$ cat config.mk
export PLATFORM = sky130hd
export DESIGN_NAME = dds_quadrature_core
export DESIGN_NICKNAME = d
export VERILOG_FILES = /design/src/rtl/dds_pkg.sv /design/src/rtl/dds_quadrature_core_rom.sv /design/src/rtl/dds_quadrature_core.sv
export SDC_FILE = /design/constraint.sdc
export NUM_CORES = 1
export LEC_CHECK = 0
export ABC_AREA = 1
export CAP_MARGIN = 20
export CORE_MARGIN = 2
export CORE_UTILIZATION = 39
export CTS_CLUSTER_DIAMETER = 60
export DETAILED_ROUTE_END_ITERATION = 10
export SLEW_MARGIN = 20
export SYNTH_ARGS = -nofsm -noshare
export SYNTH_HDL_FRONTEND = slang
export SYNTH_HIERARCHICAL = 1
export SYNTH_SLANG_ARGS = --single-unit
$ cat constraint.sdc
create_clock -name clk -period 2.48 [get_ports clk]
set_input_delay 0.372 -clock clk [delete_from_list [all_inputs] [get_ports clk]]
set_output_delay 0.372 -clock clk [all_outputs]
set_load 0.005 [all_outputs]
$ cat src/rtl/dds_pkg.sv
// Purpose: shared constants and helpers for the quadrature DDS (quadrant codes,
//          quarter-wave fold, table entry generator).
// Latency: n/a (package). Backpressure: n/a.
// Table hex files generated by the table script follow the name pattern
// quarter_sin_<ADDR_WIDTH>_<OUT_WIDTH>.hex; contents equal quarter_sin_mag().
package dds_pkg;

  // Quadrant encoding taken from the top two phase bits.
  localparam logic [1:0] Q0 = 2'd0;
  localparam logic [1:0] Q1 = 2'd1;
  localparam logic [1:0] Q2 = 2'd2;
  localparam logic [1:0] Q3 = 2'd3;

  // Widest quarter-wave address the fold helper handles; callers zero-extend
  // their address in and truncate the result back to their own width.
  localparam int FOLD_AW = 16;

  localparam real HALF_PI = 1.5707963267948966;

  // Odd quadrants walk the quarter table backwards; bitwise inversion is an
  // exact mirror because entries sit at half-sample positions.
  function automatic logic [FOLD_AW-1:0] fold_addr(input logic [1:0] quad,
                                                   input logic [FOLD_AW-1:0] addr);
    logic [FOLD_AW-1:0] r;
    r = addr;
    case (quad)
      Q1, Q3:  r = ~addr;
      default: r = addr;
    endcase
    return r;
  endfunction

  // Lower half of the circle is the negated upper half.
  function automatic logic fold_neg(input logic [1:0] quad);
    logic n;
    n = 1'b0;
    case (quad)
      Q2, Q3:  n = 1'b1;
      default: n = 1'b0;
    endcase
    return n;
  endfunction

  // Table entry i = round((2^(out_w-1)-1) * sin(pi/2 * (i+0.5) / 2^addr_w)).
  function automatic int quarter_sin_mag(input int idx, input int addr_w, input int out_w);
    real amp;
    real ang;
    amp = real'((1 << (out_w - 1)) - 1);
    ang = HALF_PI * (real'(idx) + 0.5) / real'(1 << addr_w);
    return $rtoi(amp * $sin(ang) + 0.5);
  endfunction

endpackage

$ cat src/rtl/dds_quadrature_core_rom.sv
// Purpose: dual-read-port quarter-wave sine ROM, 2^ADDR_WIDTH x (OUT_WIDTH-1).
// Latency: 1 cycle, registered read; outputs update only when rd_en_i=1.
// Backpressure: none; read data holds while rd_en_i=0.
// Ports: clk, rst_n, rd_en_i, addr_a_i/addr_b_i (read addresses),
//        dat_a_o/dat_b_o (unsigned magnitudes).
module quarter_sin_rom
  import dds_pkg::*;
#(
  parameter int ADDR_WIDTH = 8,
  parameter int OUT_WIDTH  = 8
) (
  input  logic                  clk,
  input  logic                  rst_n,
  input  logic                  rd_en_i,
  input  logic [ADDR_WIDTH-1:0] addr_a_i,
  input  logic [ADDR_WIDTH-1:0] addr_b_i,
  output logic [OUT_WIDTH-2:0]  dat_a_o,
  output logic [OUT_WIDTH-2:0]  dat_b_o
);

  localparam int DEPTH = 1 << ADDR_WIDTH;
  localparam int MAG_W = OUT_WIDTH - 1;

  logic [MAG_W-1:0] rom [DEPTH];
  logic [MAG_W-1:0] dat_a_q, dat_b_q;

  // Constant table, elaborated from the same formula the hex generator uses.
  for (genvar i = 0; i < DEPTH; i++) begin : g_rom
    assign rom[i] = MAG_W'(quarter_sin_mag(i, ADDR_WIDTH, OUT_WIDTH));
  end

  always_ff @(posedge clk or negedge rst_n) begin
    if (!rst_n) begin
      dat_a_q <= '0;
      dat_b_q <= '0;
    end else if (rd_en_i) begin
      dat_a_q <= rom[addr_a_i];
      dat_b_q <= rom[addr_b_i];
    end
  end

  assign dat_a_o = dat_a_q;
  assign dat_b_o = dat_b_q;

endmodule

$ cat src/rtl/dds_quadrature_core.sv
// Purpose: quadrature DDS: phase accumulator + folded quarter-wave ROM -> signed sin/cos.
// Latency: 3 edges from en sampled high to out_valid; one sample per cycle.
// Backpressure: none; en gaps propagate as out_valid gaps, outputs hold between samples.
// Ports: clk, rst_n, en, ftw_in/ftw_load (tuning word), sync_clr (phase reset),
//        poff_in (phase offset), out_valid, sin_out, cos_out.
module dds_quadrature_core
  import dds_pkg::*;
#(
  parameter int PHASE_WIDTH = 32,
  parameter int ADDR_WIDTH  = 8,
  parameter int OUT_WIDTH   = 8
) (
  input  logic                        clk,
  input  logic                        rst_n,
  input  logic                        en,
  input  logic [PHASE_WIDTH-1:0]      ftw_in,
  input  logic                        ftw_load,
  input  logic                        sync_clr,
  input  logic [PHASE_WIDTH-1:0]      poff_in,
  output logic                        out_valid,
  output logic signed [OUT_WIDTH-1:0] sin_out,
  output logic signed [OUT_WIDTH-1:0] cos_out
);

  localparam int MAG_W  = OUT_WIDTH - 1;
  localparam int FULL_W = ADDR_WIDTH + 2;
  localparam int SHIFT  = PHASE_WIDTH - FULL_W;

  logic [PHASE_WIDTH-1:0] acc_q, acc_d, ftw_q, ftw_d;
  logic [FULL_W-1:0]      phase_top;
  logic [1:0]             sin_quad, cos_quad;
  logic [ADDR_WIDTH-1:0]  fine_addr;
  logic [ADDR_WIDTH-1:0]  s_addr_d, c_addr_d, s_addr_q, c_addr_q;
  logic                   s_neg1_q, c_neg1_q, s_neg2_q, c_neg2_q;
  logic                   v1_q, v2_q, out_valid_q;
  logic [MAG_W-1:0]       s_mag, c_mag;
  logic [OUT_WIDTH-1:0]   s_ext, c_ext, sin_d, cos_d, sin_q, cos_q;

  always_comb begin
    acc_d = acc_q;
    if (sync_clr)  acc_d = '0;
    else if (en)   acc_d = acc_q + ftw_q;
    ftw_d = ftw_load ? ftw_in : ftw_q;
  end

  // Stage 1 lookup uses the pre-update accumulator; only the top FULL_W
  // phase bits matter, so the sum is shifted down before it is kept.
  always_comb begin
    phase_top = FULL_W'((acc_q + poff_in) >> SHIFT);
    sin_quad  = phase_top[FULL_W-1 -: 2];
    fine_addr = phase_top[ADDR_WIDTH-1:0];
    cos_quad  = sin_quad + 2'd1;  // cosine leads sine by one quadrant
    s_addr_d  = ADDR_WIDTH'(fold_addr(sin_quad, FOLD_AW'(fine_addr)));
    c_addr_d  = ADDR_WIDTH'(fold_addr(cos_quad, FOLD_AW'(fine_addr)));
  end

  quarter_sin_rom #(
    .ADDR_WIDTH (ADDR_WIDTH),
    .OUT_WIDTH  (OUT_WIDTH)
  ) u_rom (
    .clk      (clk),
    .rst_n    (rst_n),
    .rd_en_i  (v1_q),
    .addr_a_i (s_addr_q),
    .addr_b_i (c_addr_q),
    .dat_a_o  (s_mag),
    .dat_b_o  (c_mag)
  );

  // Peak magnitude is 2^(OUT_WIDTH-1)-1, so negation cannot overflow.
  always_comb begin
    s_ext = OUT_WIDTH'(s_mag);
    c_ext = OUT_WIDTH'(c_mag);
    sin_d = s_neg2_q ? -s_ext : s_ext;
    cos_d = c_neg2_q ? -c_ext : c_ext;
  end

  always_ff @(posedge clk or negedge rst_n) begin
    if (!rst_n) begin
      acc_q       <= '0;
      ftw_q       <= '0;
      v1_q        <= 1'b0;
      s_addr_q    <= '0;
      c_addr_q    <= '0;
      s_neg1_q    <= 1'b0;
      c_neg1_q    <= 1'b0;
      v2_q        <= 1'b0;
      s_neg2_q    <= 1'b0;
      c_neg2_q    <= 1'b0;
      out_valid_q <= 1'b0;
      sin_q       <= '0;
      cos_q       <= '0;
    end else begin
      acc_q <= acc_d;
      ftw_q <= ftw_d;
      v1_q  <= en;
      if (en) begin
        s_addr_q <= s_addr_d;
        c_addr_q <= c_addr_d;
        s_neg1_q <= fold_neg(sin_quad);
        c_neg1_q <= fold_neg(cos_quad);
      end
      v2_q <= v1_q;
      if (v1_q) begin
        s_neg2_q <= s_neg1_q;
        c_neg2_q <= c_neg1_q;
      end
      out_valid_q <= v2_q;
      if (v2_q) begin
        sin_q <= sin_d;
        cos_q <= cos_d;
      end
    end
  end

  assign out_valid = out_valid_q;
  assign sin_out   = sin_q;
  assign cos_out   = cos_q;

endmodule

After elaboration in Yosys (flattened, before gate mapping)
Memories as Yosys holds them, arrays and structs flattened. A register that Yosys moved wholly into a read port is not among the register bits.
Cells that the tools add are included.
{ "op_classes": {"eq_ne": 6, "n_reduce_logical": 7, "mul": 0, "muxes": 8, "n_div": 0, "bitwise_logic": 3, "order_cmp": 0, "shifts": 0, "addsub": 5} }
{ "op_table": {"columns": ["operator", "count"], "rows": [
  ["adder 32 bit", 2],
  ["two-way mux 32 bit", 2],
  ["two-way mux 8 bit", 4],
  ["inverter 8 -> 9 bit", 2],
  ["negation 7 -> 8 bit", 2],
  ["== test 2 bit, second input constant", 4],
  ["inverter 8 bit", 1],
  ["OR reduction 2 bit", 4],
  ["== test 2 x 1 -> 1 bit, second input constant", 2],
  ["adder 2 x 1 -> 2 bit, second input constant", 1],
  ["zero test 1 bit", 2],
  ["two-way mux 1 bit", 2],
  ["nonzero test 2 bit", 1]
]} }
{ "totals": {"inputBits": 69, "wordCells": 44, "regBits": 103, "memories": 2, "out_inout_bits": 17, "ram_bits": 0, "latchBits": 0, "mem_bits_ro": 3584} }
{ "mem_list": {"columns": ["name", "depth", "word_bits", "read_ports", "rd_ports_with_merged_regs", "write_ports", "line_no", "text"], "rows": [
  ["(no name shown)", 256, 7, 1, 1, 0, "dds_quadrature_core_rom.sv:37", "dat_a_q <= rom[addr_a_i];"],
  ["(no name shown)", 256, 7, 1, 1, 0, "dds_quadrature_core_rom.sv:38", "dat_b_q <= rom[addr_b_i];"]
]} }

Depth between registers and ports, before layout
Gate-level depths: netlist of the first run.
{ "depth": {"depth_word": 5, "mapped_depth": 17} }

Hierarchy
The synthesis of the first run kept the hierarchy.
{ "modules_own_cells": {"columns": ["mod", "instances", "cells_per_inst", "area_per_inst_um2", "seq_area_each_um2"], "rows": [
  ["dds_quadrature_core", 1, 1161, 7987.7, 2577.5],
  ["quarter_sin_rom", 1, 515, 2756.4, 350.3]
]} }

Least setup slack after synthesis of the first run
Ideal clock, no wire load.
{ "synth_path": {"path_type": "register to register", "start": "register acc_q[22]", "end": "register c_neg1_q", "t_arrival_ns": 1.975, "stages_incl_launch_ff": 15, "setup_ns": 0.117, "setup_slack_ns": 0.388, "path_buffers": 0, "cell_sequence": "dfrtp_1 -> ha_1 -> nand2_1 -> inv_1 -> nand2_1 -> nor2_1 -> and3_1 -> nand2_1 -> nand2_1 -> nand2_1 -> nand3_1 -> xor2_1 -> ha_1 -> nand2_1 -> nand2_1"} }
{ "synth_between": {"elab_chain_cells": 5} }
{ "synth_rtl": {"columns": ["item", "line_no", "text"], "rows": [
  ["from (decl)", "dds_quadrature_core.sv:29", "logic [PHASE_WIDTH-1:0] acc_q, acc_d, ftw_q, ftw_d;"],
  ["from (signal assigned)", "dds_quadrature_core.sv:80", "acc_q <= '0;"],
  ["from (signal assigned)", "dds_quadrature_core.sv:94", "acc_q <= acc_d;"],
  ["adder 32 bit *", "dds_quadrature_core.sv:49", "phase_top = FULL_W'((acc_q + poff_in) >> SHIFT);"],
  ["adder 2 x 1 -> 2 bit *", "dds_quadrature_core.sv:52", "cos_quad = sin_quad + 2'd1;"],
  ["== test 2 bit", "dds_pkg.sv:37", "case (quad)"],
  ["OR reduction 2 bit *", "dds_pkg.sv:37", null],
  ["two-way mux 1 bit *", "dds_pkg.sv:37", null],
  ["to (signal assigned)", "dds_quadrature_core.sv:101", "c_neg1_q <= fold_neg(cos_quad);"],
  ["to (decl)", "dds_quadrature_core.sv:34", "logic s_neg1_q, c_neg1_q, s_neg2_q, c_neg2_q;"]
]} }
Mark *: on every way between the ends. The rest lies on a longest branch, timed or not.
A chain may end at the register's enable or synchronous reset.

Worst setup path after layout of the first run
{ "layout_path": {"start": "input poff_in[18]", "end": "register s_neg1_q"} }
{ "layout_between": {"elab_chain_cells": 4} }
{ "layout_rtl": {"columns": ["item", "line_no", "text"], "rows": [
  ["from (decl)", "dds_quadrature_core.sv:19", "input logic [PHASE_WIDTH-1:0] poff_in,"],
  ["adder 32 bit *", "dds_quadrature_core.sv:49", null],
  ["== test 2 bit", "dds_pkg.sv:37", null],
  ["OR reduction 2 bit *", "dds_pkg.sv:37", null],
  ["two-way mux 1 bit *", "dds_pkg.sv:37", null],
  ["to (signal assigned)", "dds_quadrature_core.sv:100", "s_neg1_q <= fold_neg(sin_quad);"],
  ["to (decl)", "dds_quadrature_core.sv:34", null]
]} }
Marked as above.

==> results of run 1 <==
sequential cells by signal (all words and copies together) (netlist names):
name	flops
v1_q	1
acc_q	32
c_neg2_q	1
ftw_q	32
u_rom/dat_b_o	7
out_valid	1
s_neg1_q	1
s_neg2_q	1
c_addr_q	8
s_addr_q	8
v2_q	1
u_rom/dat_a_o	7
c_neg1_q	1
cos_out	8
sin_out	8
layout make-up:
class	count	share of cell area, %
multi-input cells	1323	51.80
flip-flops and latches	117	21.82
repair buffers	208	13.57
inverters	193	5.390
well taps	341	3.174
clock buffers	17	3.165
clock inverters	15	1.080
worst register-to-register path, delay by kind of cell (launching register included):
family | cells | cell delay [ns]
adders and majority gates | 2 | 0.53
DFF | 1 | 0.42
AOI/OAI and AO/OA | 3 | 0.48
xor gates and xnor gates | 1 | 0.17
buffers and inverters | 1 | 0.06
and+or+nand+nor | 6 | 0.50
cells in the final DEF (no fill, tap or decap), types with 13 or more instances in the layout:
cell	n
a21oi_1	95
buf_4	119
clkbuf_16	17
clkdlybuf4s50_1	84
dfrtp_1	113
ha_1	81
inv_1	172
inv_2	14
mux2_2	31
nand2_1	601
nand3_1	112
nand3b_1	13
nor2_1	134
nor3_1	17
o21ai_0	86
o21ai_1	35
xnor2_1	18
routing by layer:
| metal | global-route usage [%] | up-vias | share of wire (%) |
|---|---|---|---|
| li1 | - | 5788 | - |
| met1 | 28.18 | 5134 | 45 |
| met2 | 40.23 | 300 | 49 |
| met3 | 2.884 | 48 | 4.0 |
| met4 | 6.838 | 0 | 2.3 |
| met5 | 0 | - | 0 |
worst paths after layout:
| kind | from | to | slack (ns) | cells past startpoint |
|---|---|---|---|---|
| setup / recovery | poff_in[18] | s_neg1_q | 0.18 | 14 |
| hold / removal | v2_q | out_valid | 0.46 | 0 |
| setup reg to reg | acc_q[18] | s_neg1_q | 0.20 | 13 |
| hold reg to reg | v2_q | out_valid | 0.46 | 0 |
| max in group asynchronous | rst_n | acc_q[20] | 1.26 | 3 |
| min in group asynchronous | rst_n | s_addr_q[5] | 0.53 | 2 |
repair_timing:
item	CTS	global route
hold buffers	1	0
endpoints found under the setup margin	0	2
resized for setup	0	18
endpoints found under the hold margin	37	0
setup buffers	0	4
power by group through the flow:
stage          combinational [mW]  clock, mW  sequential [mW]
2_1_floorplan                4.80          0             2.85
3_3_place_gp                 6.94          0             3.04
3_5_place_dp                 6.96          0             3.06
4_1_cts                      6.99       2.48             3.02
5_1_grt                      8.09       2.57             3.11
6_report                     7.11       2.42             3.03
logic make-up after synthesis:
kind of cell             count (synthesis)
flip-flops                             117
multiplexers                            31
AND/OR/NAND/NOR                        922
XOR/XNOR                                29
buffers and inverters                  236
AO/OA/AOI/OAI                          253
adder cells (fa/ha/maj)                 88
==> key figures, run 1 <==
Run status
  • Outcome: finished, final reports clean

Synthesis
  • Synthesized net count: 1833
  • Post-synthesis cell area: 10740 um^2
  • Syn avg cell area: 6.411 um^2
  • Mux contribution to synthesized area: 3.249%
  • Leading area contributor after synthesis: dfrtp_1
  • Post-Synth XOR/XNOR Area: 2.364%
  • Top cells by area, synth: dfrtp_1 27%, nand2_1 21%, ha_1 10%
  • Adder-cell share of the synthesized area: 10.32%
  • Largest family of logic cells by synthesized area: simple AND/OR/NAND/NOR gates
  • Netlist cell types: 44
  • Top FF cell, synth: dfrtp_1
  • Sequential share of the synthesized area: 27.25%
  • Yosys reg bits: 117
  • Post-synthesis compound-gate area fraction: 12.57%
  • FFs w/ async S/R, synth: 100.0%
  • Commonest cells post-synth: 603 x nand2_1, 172 x inv_1, 136 x nor2_1, 117 x dfrtp_1, 113 x nand3_1
  • Post-synth EDFFs: 0
  • Synth Area in Simple Gates: 35.32%
  • Top-count cell post-synth: nand2_1
  • Post-synth top area share: 27.25%
  • Synth warn: 6
  • Synthesized netlist cell count: 1676

Timing
  • Period utilisation layout: 92.74%
  • Worst-margin pin slew: 0.7378 ns
  • Final setup violation count: 0
  • Relative slew margins: 50.76%
  • Max-slew violations: 0
  • RSZ-0062 raised after global routing: no
  • Setup slack after layout: 0.1800 ns
  • Fin. Hold Viols: 0
  • Hold WS: 0.4565 ns
  • Setup TNS: 0 ns
  • Worst Skew: 0.01457 ns
  • Highest Clock Rate: 434.8 MHz
  • Fin crit period: 2.300 ns

Setup path
  • Crit path cell chain: clkdlybuf4s50_1 -> ha_1 -> nand2_1 -> inv_1 -> a21oi_1 -> nand2_1 -> a21oi_2 -> nand2_1 -> nand2_1 -> nand3_2 -> xor2_2 -> ha_1 -> o21ai_0 -> nand2_1
  • Crit end category: register
  • Worst-path maximum fanout: 3
  • Worst Path Arrival: 2.59 ns
  • Buf/Inv on CP: 2
  • Crit-path leading delay family: adder cells
  • Most used cell, CP: nand2_1
  • CP startpoint kind: input port
  • CP required: 2.77 ns
  • Worst path max stage delay: 0.45 ns
  • Slowest CP cell: clkdlybuf4s50_1
  • Critical path class: input port to register

Clock network
  • Root Buffer: clkbuf_16
  • CTS Buffer Depth: 2
  • Num CTS Buffers: 17
  • CTS tree: built
  • Clock Pin Slew Worst Setup and Hold Paths: 0.06 ns
  • # clock sinks: 117
  • Clock Latency Late Sink: 0.42 ns
  • # H-tree levels: 4

Die
  • # IOs: 86
  • Die Span X: 170.0 um
  • Core Box Area: 27030 um^2
  • Die area: 28890 um^2
  • Initial core utilization: 39.75%
  • Die Y: 170.0 um
  • Num rows: 60

Routing
  • Vias: 11270
  • DR iter-0 viols: 844
  • Drt first pass iters: 6
  • Vias per cell: 5.090
  • DRT Wirelength: 31520 um
  • Routed Antenna Nets: 0
  • # DRC: 0
  • DR WL/cell: 14.24 um

Finish
  • Nets: 2017
  • Finished Core Util: 49.74%
  • Layout cell share with drive strength beyond 1: 13.03%
  • Syn-to-layout area delta: 25.11%
  • Final Non-Filler Cells: 2214
  • Diodes inserted: 0
  • Fillcell total: 2733
  • Area of the multi-input gates: 6963 um^2
  • Fin area: 13440 um^2
  • Reg area: 2933 um^2

Place
  • Placed cell count: 2177
  • RD Place Congestion: 0.8884
  • Input/output buffers: 85
  • DP Area: 12720 um^2
  • DP HPWL: 25100 um
  • Pre-CTS WS: -0.2834 ns

Hold path
  • Hold crit path type: register to register

Power and ir drop
  • Register share of total power: 24.1%
  • P_int: 6.723 mW
  • Sw Pwr: 5.840 mW
  • PwrDens: 934.7 nW/um^2
  • LEAKAGE: 6.777 nW
  • Comb power frac: 56.6%
  • Sw frac: 46.49%
  • Clock share of power: 19.3%
  • Peak VDD IR: 0.4797 mV
  • Total power: 12.56 mW

Global route
  • Vias in the first global route: 11000
  • Antenna violations before repair: 0
  • Largest net degree at the start of global routing: 47
  • GR Util All Layers: 22.49%
  • Total grt overflow: 0
  • First-pass GRT wire length: 52520 um

Job
  • Max-cap viol count: 0
No activity file was read; power rests on OpenSTA's default activity.
==> inputs of run 2 (changes only) <==
Settings changed: PLACE_DENSITY from default to 0.55.
==> run 2 against run 1 <==
Against the previous run:
- cell count is 0.32% lower
- flip-flop and latch count unchanged
- via count fell by 1.2%
- worst setup slack got worse by 0.013 ns
- clock skew increased by 0.0033 ns
- die area stayed put
- register-to-register slack worse by 0.03 ns
- clock-buffer cell count unchanged
- critical path depth stayed put
- maximum frequency is 0.58% lower
- first-iteration DRC count fell by 8.9%
- critical endpoint is now c_neg1_q
- highest routed layer unchanged
==> key figures, run 2 (same netlist as run 1, synthesis figures left out) <==
Run status
  • Outcome: finished, final reports clean

Global route
  • Total grt overflow: 0 (unchanged)
  • Vias in the first global route: 10870 (-1.2%)
  • Antenna violations before repair: 0 (unchanged)
  • GR Util All Layers: 22.84% (+0.35 points)
  • Largest net degree at the start of global routing: 41 (-13%)
  • First-pass GRT wire length: 52990 um (+0.89%)

Timing
  • Fin. Hold Viols: 0 (unchanged)
  • Relative slew margins: 50.90% (+0.14 points)
  • Worst Skew: 0.01790 ns (+0.003330 ns)
  • Period utilisation layout: 93.28% (+0.54 points)
  • Worst-margin pin slew: 0.7356 ns (-0.002171 ns)
  • Setup slack after layout: 0.1666 ns (-0.01336 ns)
  • Fin crit period: 2.313 ns (+0.01336 ns)
  • Max-slew violations: 0 (unchanged)
  • Highest Clock Rate: 432.3 MHz (-0.58%)
  • Final setup violation count: 0 (unchanged)

Finish
  • Diodes inserted: 0 (unchanged)
  • Fillcell total: 2790 (+2.1%)
  • Most common cell after layout, fill and taps aside: nand2_1
  • Nets: 2010 (-0.35%)
  • Area of the multi-input gates: 6964 um^2 (about the same)
  • Finished Core Util: 49.57% (-0.16 points)
  • Syn-to-layout area delta: 24.70%
  • Reg area: 2929 um^2 (-0.13%)
  • Layout cell share with drive strength beyond 1: 12.70% (-0.33 points)
  • Commonest cells after routing, fill and taps aside: 599 x nand2_1, 172 x inv_1, 133 x nor2_1
  • Fin area: 13400 um^2 (-0.33%)
  • Regs by FF count: acc_q (32), ftw_q (32)

Place
  • DP HPWL: 25420 um (+1.3%)
  • RD Place Congestion: 0.9090 (+2.3%)
  • Input/output buffers: 85 (unchanged)
  • DP Area: 12700 um^2 (-0.14%)
  • Pre-CTS WS: -0.2665 ns (+0.01687 ns)

Die
  • Initial core utilization: 39.75% (unchanged)
  • # IOs: 86 (unchanged)
  • Num rows: 60 (unchanged)
  • Die area: 28890 um^2 (unchanged)
  • Die Y: 170.0 um (unchanged)
  • Core Box Area: 27030 um^2 (unchanged)
  • Die Span X: 170.0 um (unchanged)

Clock network
  • Clock Pin Slew Worst Setup and Hold Paths: 0.06 ns (about the same)
  • # clock sinks: 117 (unchanged)
  • Num CTS Buffers: 17 (unchanged)
  • # H-tree levels: 4 (unchanged)
  • CTS Buffer Depth: 2 (unchanged)
  • Clock Latency Late Sink: 0.44 ns (+0.02 ns)
  • CTS tree: built
  • Root Buffer: clkbuf_16

Setup path
  • Slowest CP cell: dfrtp_1
  • Most used cell, CP: nand2_1
  • Worst path max stage delay: 0.44 ns (about the same)
  • Crit end category: register
  • Worst Path Arrival: 2.63 ns (+0.04 ns)
  • Critical path class: register to register
  • Buf/Inv on CP: 1 (-1)
  • Crit path cell chain: ha_4 -> nand2_1 -> inv_1 -> nand2_1 -> nor2_1 -> and3_1 -> nand2_1 -> nand2_1 -> nand2_1 -> nand3_1 -> xor2_2 -> ha_1 -> nand2_1 -> nand2_1
  • CP startpoint kind: register
  • CP required: 2.80 ns (+0.03 ns)
  • Crit-path leading delay family: simple AND/OR/NAND/NOR gates
  • Worst-path maximum fanout: 4 (+1)

Routing
  • Met3 routed WL: 1098 um (-14%)
  • DR iter-0 viols: 769 (-8.9%)
  • DR WL/cell: 14.33 um (+0.64%)
  • Met1 WL: 14310 um (+0.82%)
  • Vias: 11130 (-1.2%)
  • Drt first pass iters: 7 (+1)
  • # DRC: 0 (unchanged)
  • Routed Antenna Nets: 0 (unchanged)
  • Top routing layer in use: met4
  • Vias per cell: 5.044 (-0.91%)
  • DRT Wirelength: 31620 um (+0.32%)
  • Met2 wire len: 15660 um (+2.1%)

Power and ir drop
  • PwrDens: 935.4 nW/um^2 (about the same)
  • LEAKAGE: 6.744 nW (-0.50%)
  • Comb power frac: 56.7% (about the same)
  • Sw frac: 46.46% (about the same)
  • Peak VDD IR: 0.4985 mV (+3.9%)
  • Register share of total power: 24.2% (about the same)
  • Sw Pwr: 5.823 mW (-0.31%)
  • P_int: 6.709 mW (-0.20%)
  • Clock share of power: 19.1% (-0.2 points)

Hold path
  • Hold crit path type: register to register

Job
  • Max-cap viol count: 0 (unchanged)
-- run 2: cell types whose count changed in the layout (fill, tap and decap cells not counted), sizes merged --
cell and change:
buf -7, clkinv -2, clkinvlp +1, inv +1
-- run 2: through the flow --
stage	total power [mW]	cells	hold WS, ns	TNS (ns)
after floorplan	7.643	1676	0.07641	0
after global placement	10.02	2173	0.4155	-2.922
after detailed placement	10.04	2173	0.4204	-3.343
after CTS	12.50	2206	0.4332	0
after global routing	13.74	2207	0.4607	-0.02234
final	12.53	2207	0.4300	0
-- run 2: worst register-to-register path, delay by kind of cell, from the launching register on --
family	cells	cell delay [ns]
and+or+nand+nor	10	0.93
buffers and inverters	1	0.08
DFF	1	0.44
xor gates and xnor gates	1	0.19
adders and majority gates	2	0.56
-- run 2: power groups by stage --
| stage | clock network, mW | logic, mW | registers, mW |
|---|---|---|---|
| 6_report | 2.39 | 7.11 | 3.04 |
| 5_1_grt | 2.56 | 8.05 | 3.13 |
| 4_1_cts | 2.46 | 7.01 | 3.03 |
| 3_5_place_dp | 0 | 6.98 | 3.06 |
| 3_3_place_gp | 0 | 6.97 | 3.05 |
| 2_1_floorplan | 0 | 4.80 | 2.85 |
-- run 2: final cells by class --
cell class	count	share of cell area, %
clock buffers	17	3.175
clock inverters	15	1.074
inverters	193	5.407
multi-input cells	1323	51.98
flip-flops and latches	117	21.86
well taps	341	3.185
repair buffers	201	13.32
-- run 2: routing by layer --
| metal | GRT usage, % | up-vias |
|---|---|---|
| met4 | 5.797 | 0 |
| met5 | 0 | - |
| met2 | 41.67 | 255 |
| met1 | 28.33 | 5050 |
| li1 | - | 5790 |
| met3 | 3.047 | 37 |
-- run 2: final timing paths --
kind / start / cells after the start / slack [ns] / to
setup / recovery: acc_q[22] / 14 / 0.17 / c_neg1_q
hold / removal: v2_q / 0 / 0.43 / out_valid
setup reg to reg: acc_q[22] / 14 / 0.17 / c_neg1_q
hold reg to reg: v2_q / 0 / 0.43 / out_valid
max in group asynchronous: rst_n / 3 / 1.33 / acc_q[6]
min in group asynchronous: rst_n / 2 / 0.50 / u_rom/dat_a_o[6]
-- run 2: repair_timing --
item / 4_1_cts / 5_1_grt
hold buffers: 1 / 0
hold endpoints to repair: 37 / 0
endpoints found under the setup margin: 0 / 6
resized for setup: 0 / 18
setup buffers: 0 / 1
==> inputs of run 3 (changes only) <==
Clock period 2.48 ns to 2.85 ns, I/O delays scaled along.
==> run 3 against run 2 <==
Against the previous run:
- clock skew increased by 0.0025 ns
- final area decreased by 5.8%
- sequential power decreased by 12%
- cell count decreased by 3.9%
- critical path type is now input port to register
- critical endpoint is now s_neg1_q
==> key figures, run 3 (same netlist as run 1, synthesis figures left out) <==
Run status
  • Outcome: finished, final reports clean

Hold path
  • Min-delay src: v2_q
  • Hold crit path type: register to register
  • WHS Endpoint: out_valid
  • Hold path cells: 0 (unchanged)

Clock network
  • Clock Pin Slew Worst Setup and Hold Paths: 0.06 ns (about the same)
  • Post-CTS Setup Bufs: 0 (unchanged)
  • Num CTS Buffers: 17 (unchanged)
  • CTS tree: built
  • CTS Buffer Depth: 2 (unchanged)
  • Root Buffer: clkbuf_16
  • # clock sinks: 117 (unchanged)
  • # H-tree levels: 4 (unchanged)
  • Clock Latency Late Sink: 0.43 ns (about the same)

Finish
  • Commonest cells after routing, fill and taps aside: 603 x nand2_1, 172 x inv_1, 135 x nor2_1
  • Most common cell after layout, fill and taps aside: nand2_1
  • Regs by FF count: acc_q (32), ftw_q (32)
  • Fillcell total: 2902 (+4.0%)
  • Diodes inserted: 0 (unchanged)
  • Layout cell share with drive strength beyond 1: 7.636% (-5.1 points)
  • Fin area: 12630 um^2 (-5.8%)
  • Syn-to-layout area delta: 17.53%
  • Nets: 1925 (-4.2%)
  • Final Non-Filler Cells: 2122 (-3.9%)

Setup path
  • Crit-path leading delay family: adder cells
  • Most used cell, CP: nand2_1
  • Worst Path Arrival: 2.70 ns (+0.07 ns)
  • Reg2Reg Depth: 13 (-1)
  • Critical path class: input port to register
  • Crit path cell chain: clkdlybuf4s50_1 -> ha_1 -> nand2_1 -> inv_1 -> a21oi_1 -> nand2_1 -> a21oi_1 -> nand2_1 -> nand2_1 -> nand3_1 -> xor2_1 -> ha_1 -> o21ai_0 -> nand2_1
  • R2R Path End: s_neg1_q
  • Buf/Inv on CP: 2 (+1)
  • Worst-path maximum fanout: 3 (-1)
  • R2R setup slack: 0.45 ns (+0.28 ns)
  • CP startpoint kind: input port
  • Worst path max stage delay: 0.41 ns (-0.03 ns)
  • Crit end category: register
  • CP required: 3.15 ns (+0.35 ns)
  • Slowest CP cell: clkdlybuf4s50_1
  • FF-to-FF Start: acc_q[18]
  • Worst Setup SP: poff_in[18]

Global route
  • Vias in the first global route: 10670 (-1.8%)
  • First-pass GRT wire length: 52230 um (-1.4%)
  • Largest net degree at the start of global routing: 49 (+20%)
  • Total grt overflow: 0 (unchanged)
  • Antenna violations before repair: 0 (unchanged)
  • GR Util All Layers: 22.50% (-0.34 points)

Timing
  • Fin. Hold Viols: 0 (unchanged)
  • Setup TNS: 0 ns (unchanged)
  • Final setup violation count: 0 (unchanged)
  • Fin crit period: 2.404 ns
  • Worst Skew: 0.02040 ns (+0.002492 ns)
  • Highest Clock Rate: 416.1 MHz
  • Worst-margin pin slew: 0.7534 ns (+0.01778 ns)
  • Relative slew margins: 49.72% (-1.2 points)
  • Period utilisation layout: 84.33%
  • RSZ-0062 raised after global routing: no
  • Max-slew violations: 0 (unchanged)
  • Setup slack after layout: 0.4465 ns (+0.2798 ns)

Power and ir drop
  • LEAKAGE: 6.314 nW (-6.4%)
  • Register share of total power: 25.6% (+1.4 points)
  • P_int: 5.473 mW (-18%)
  • Total power: 10.45 mW (-17%)
  • Clock share of power: 20.0% (+0.9 points)
  • Peak VDD IR: 0.3674 mV (-26%)
  • Comb power frac: 54.3% (-2.4 points)
  • Sw Pwr: 4.981 mW (-14%)
  • PwrDens: 827.9 nW/um^2 (-11%)
  • Sw frac: 47.65% (+1.2 points)

Routing
  • Vias per cell: 5.116 (+1.4%)
  • DRT Wirelength: 31240 um (-1.2%)
  • Routed Antenna Nets: 0 (unchanged)
  • DR WL/cell: 14.72 um (+2.7%)
  • Drt first pass iters: 6 (-1)
  • Vias: 10860 (-2.5%)
  • # DRC: 0 (unchanged)
  • DR iter-0 viols: 760 (-1.2%)

Job
  • Max-cap viol count: 0 (unchanged)

Place
  • Pre-CTS WS: 0.03305 ns (+0.2995 ns)
  • Input/output buffers: 85 (unchanged)
  • DP Area: 12050 um^2 (-5.2%)
  • RD Place Congestion: 0.9603 (+5.6%)
  • DP HPWL: 24770 um (-2.6%)
  • Placed cell count: 2089 (-3.9%)

Die
  • # IOs: 86 (unchanged)
  • Core Box Area: 27030 um^2 (unchanged)
  • Die Y: 170.0 um (unchanged)
  • Num rows: 60 (unchanged)
  • Die area: 28890 um^2 (unchanged)
  • Initial core utilization: 39.75% (unchanged)
  • Die Span X: 170.0 um (unchanged)
run 3: cell count changes in the layout (fill, tap and decap cells not counted), moves of 2 or more:
cell     change
nor2_1       +2
o21ai_1      -2
nand2_2      -4
ha_1         +6
ha_4         -6
buf_12       -2
nor2_2       -2
o21ai_0      +2
a21oi_2      -2
nand2_1      +4
a21oi_1      +2
buf_4       -83
run 3: power by group through the flow:
stage	combinational (mW)	sequential, mW	clock (mW)
global placement	5.61	2.72	0
global route	6.50	2.77	2.22
floorplan	4.17	2.48	0
detailed placement	5.63	2.72	0
CTS	5.65	2.69	2.14
finish	5.68	2.68	2.09
run 3: repair_timing:
action	CTS	global route
endpoints found under the hold margin	33	0
resized for setup	0	0
hold buffers	1	0
run 3: per-layer routing:
| metal | wire length (um) | GRT usage [%] | vias up | share of wire [%] |
|---|---|---|---|---|
| met5 | 0 | 0 | - | 0 |
| li1 | - | - | 5610 | - |
| met4 | 620 | 6.615 | 0 | 2.0 |
| met3 | 1153 | 3.023 | 47 | 3.7 |
| met1 | 14200 | 28.33 | 4951 | 45 |
| met2 | 15260 | 40.11 | 249 | 49 |
run 3: worst max-delay path by stage:
stage | depth (start not counted) | slack (ns) | endpoint
after floorplan | 15 | 0.72 | s_neg1_q
after global placement | 14 | 0.07 | s_neg1_q
after detailed placement | 14 | 0.03 | s_neg1_q
after CTS | 14 | 0.46 | c_neg1_q
after global routing | 14 | 0.27 | c_neg1_q
final | 14 | 0.45 | s_neg1_q
run 3: per-stage QoR:
stage | utilization, % | hold WS (ns)
detailed placement | 44.58 | 0.4158
CTS | 46.72 | 0.4290
global placement | 44.58 | 0.4218
global route | 46.72 | 0.4658
floorplan | - | 0.1319
finish | 46.72 | 0.4219
run 3: layout make-up:
type,instances,area (um^2),area share [%]
flip-flops and latches,117,2928,23.19
well taps,341,426.7,3.379
clock buffers,17,425.4,3.369
multi-input cells,1323,6859,54.32
clock inverters,15,142.6,1.130
repair buffers,116,1121,8.878
inverters,193,724.4,5.737
run 3: worst reg2reg max path: stages, from the launching register on:
cell and delay (ns):
dfrtp_1 0.42, ha_1 0.33, nand2_1 0.15, inv_1 0.07
a21oi_1 0.20, nand2_1 0.10, a21oi_1 0.18, nand2_1 0.09
nand2_1 0.07, nand3_1 0.07, xor2_1 0.17, ha_1 0.21
o21ai_0 0.16, nand2_1 0.06
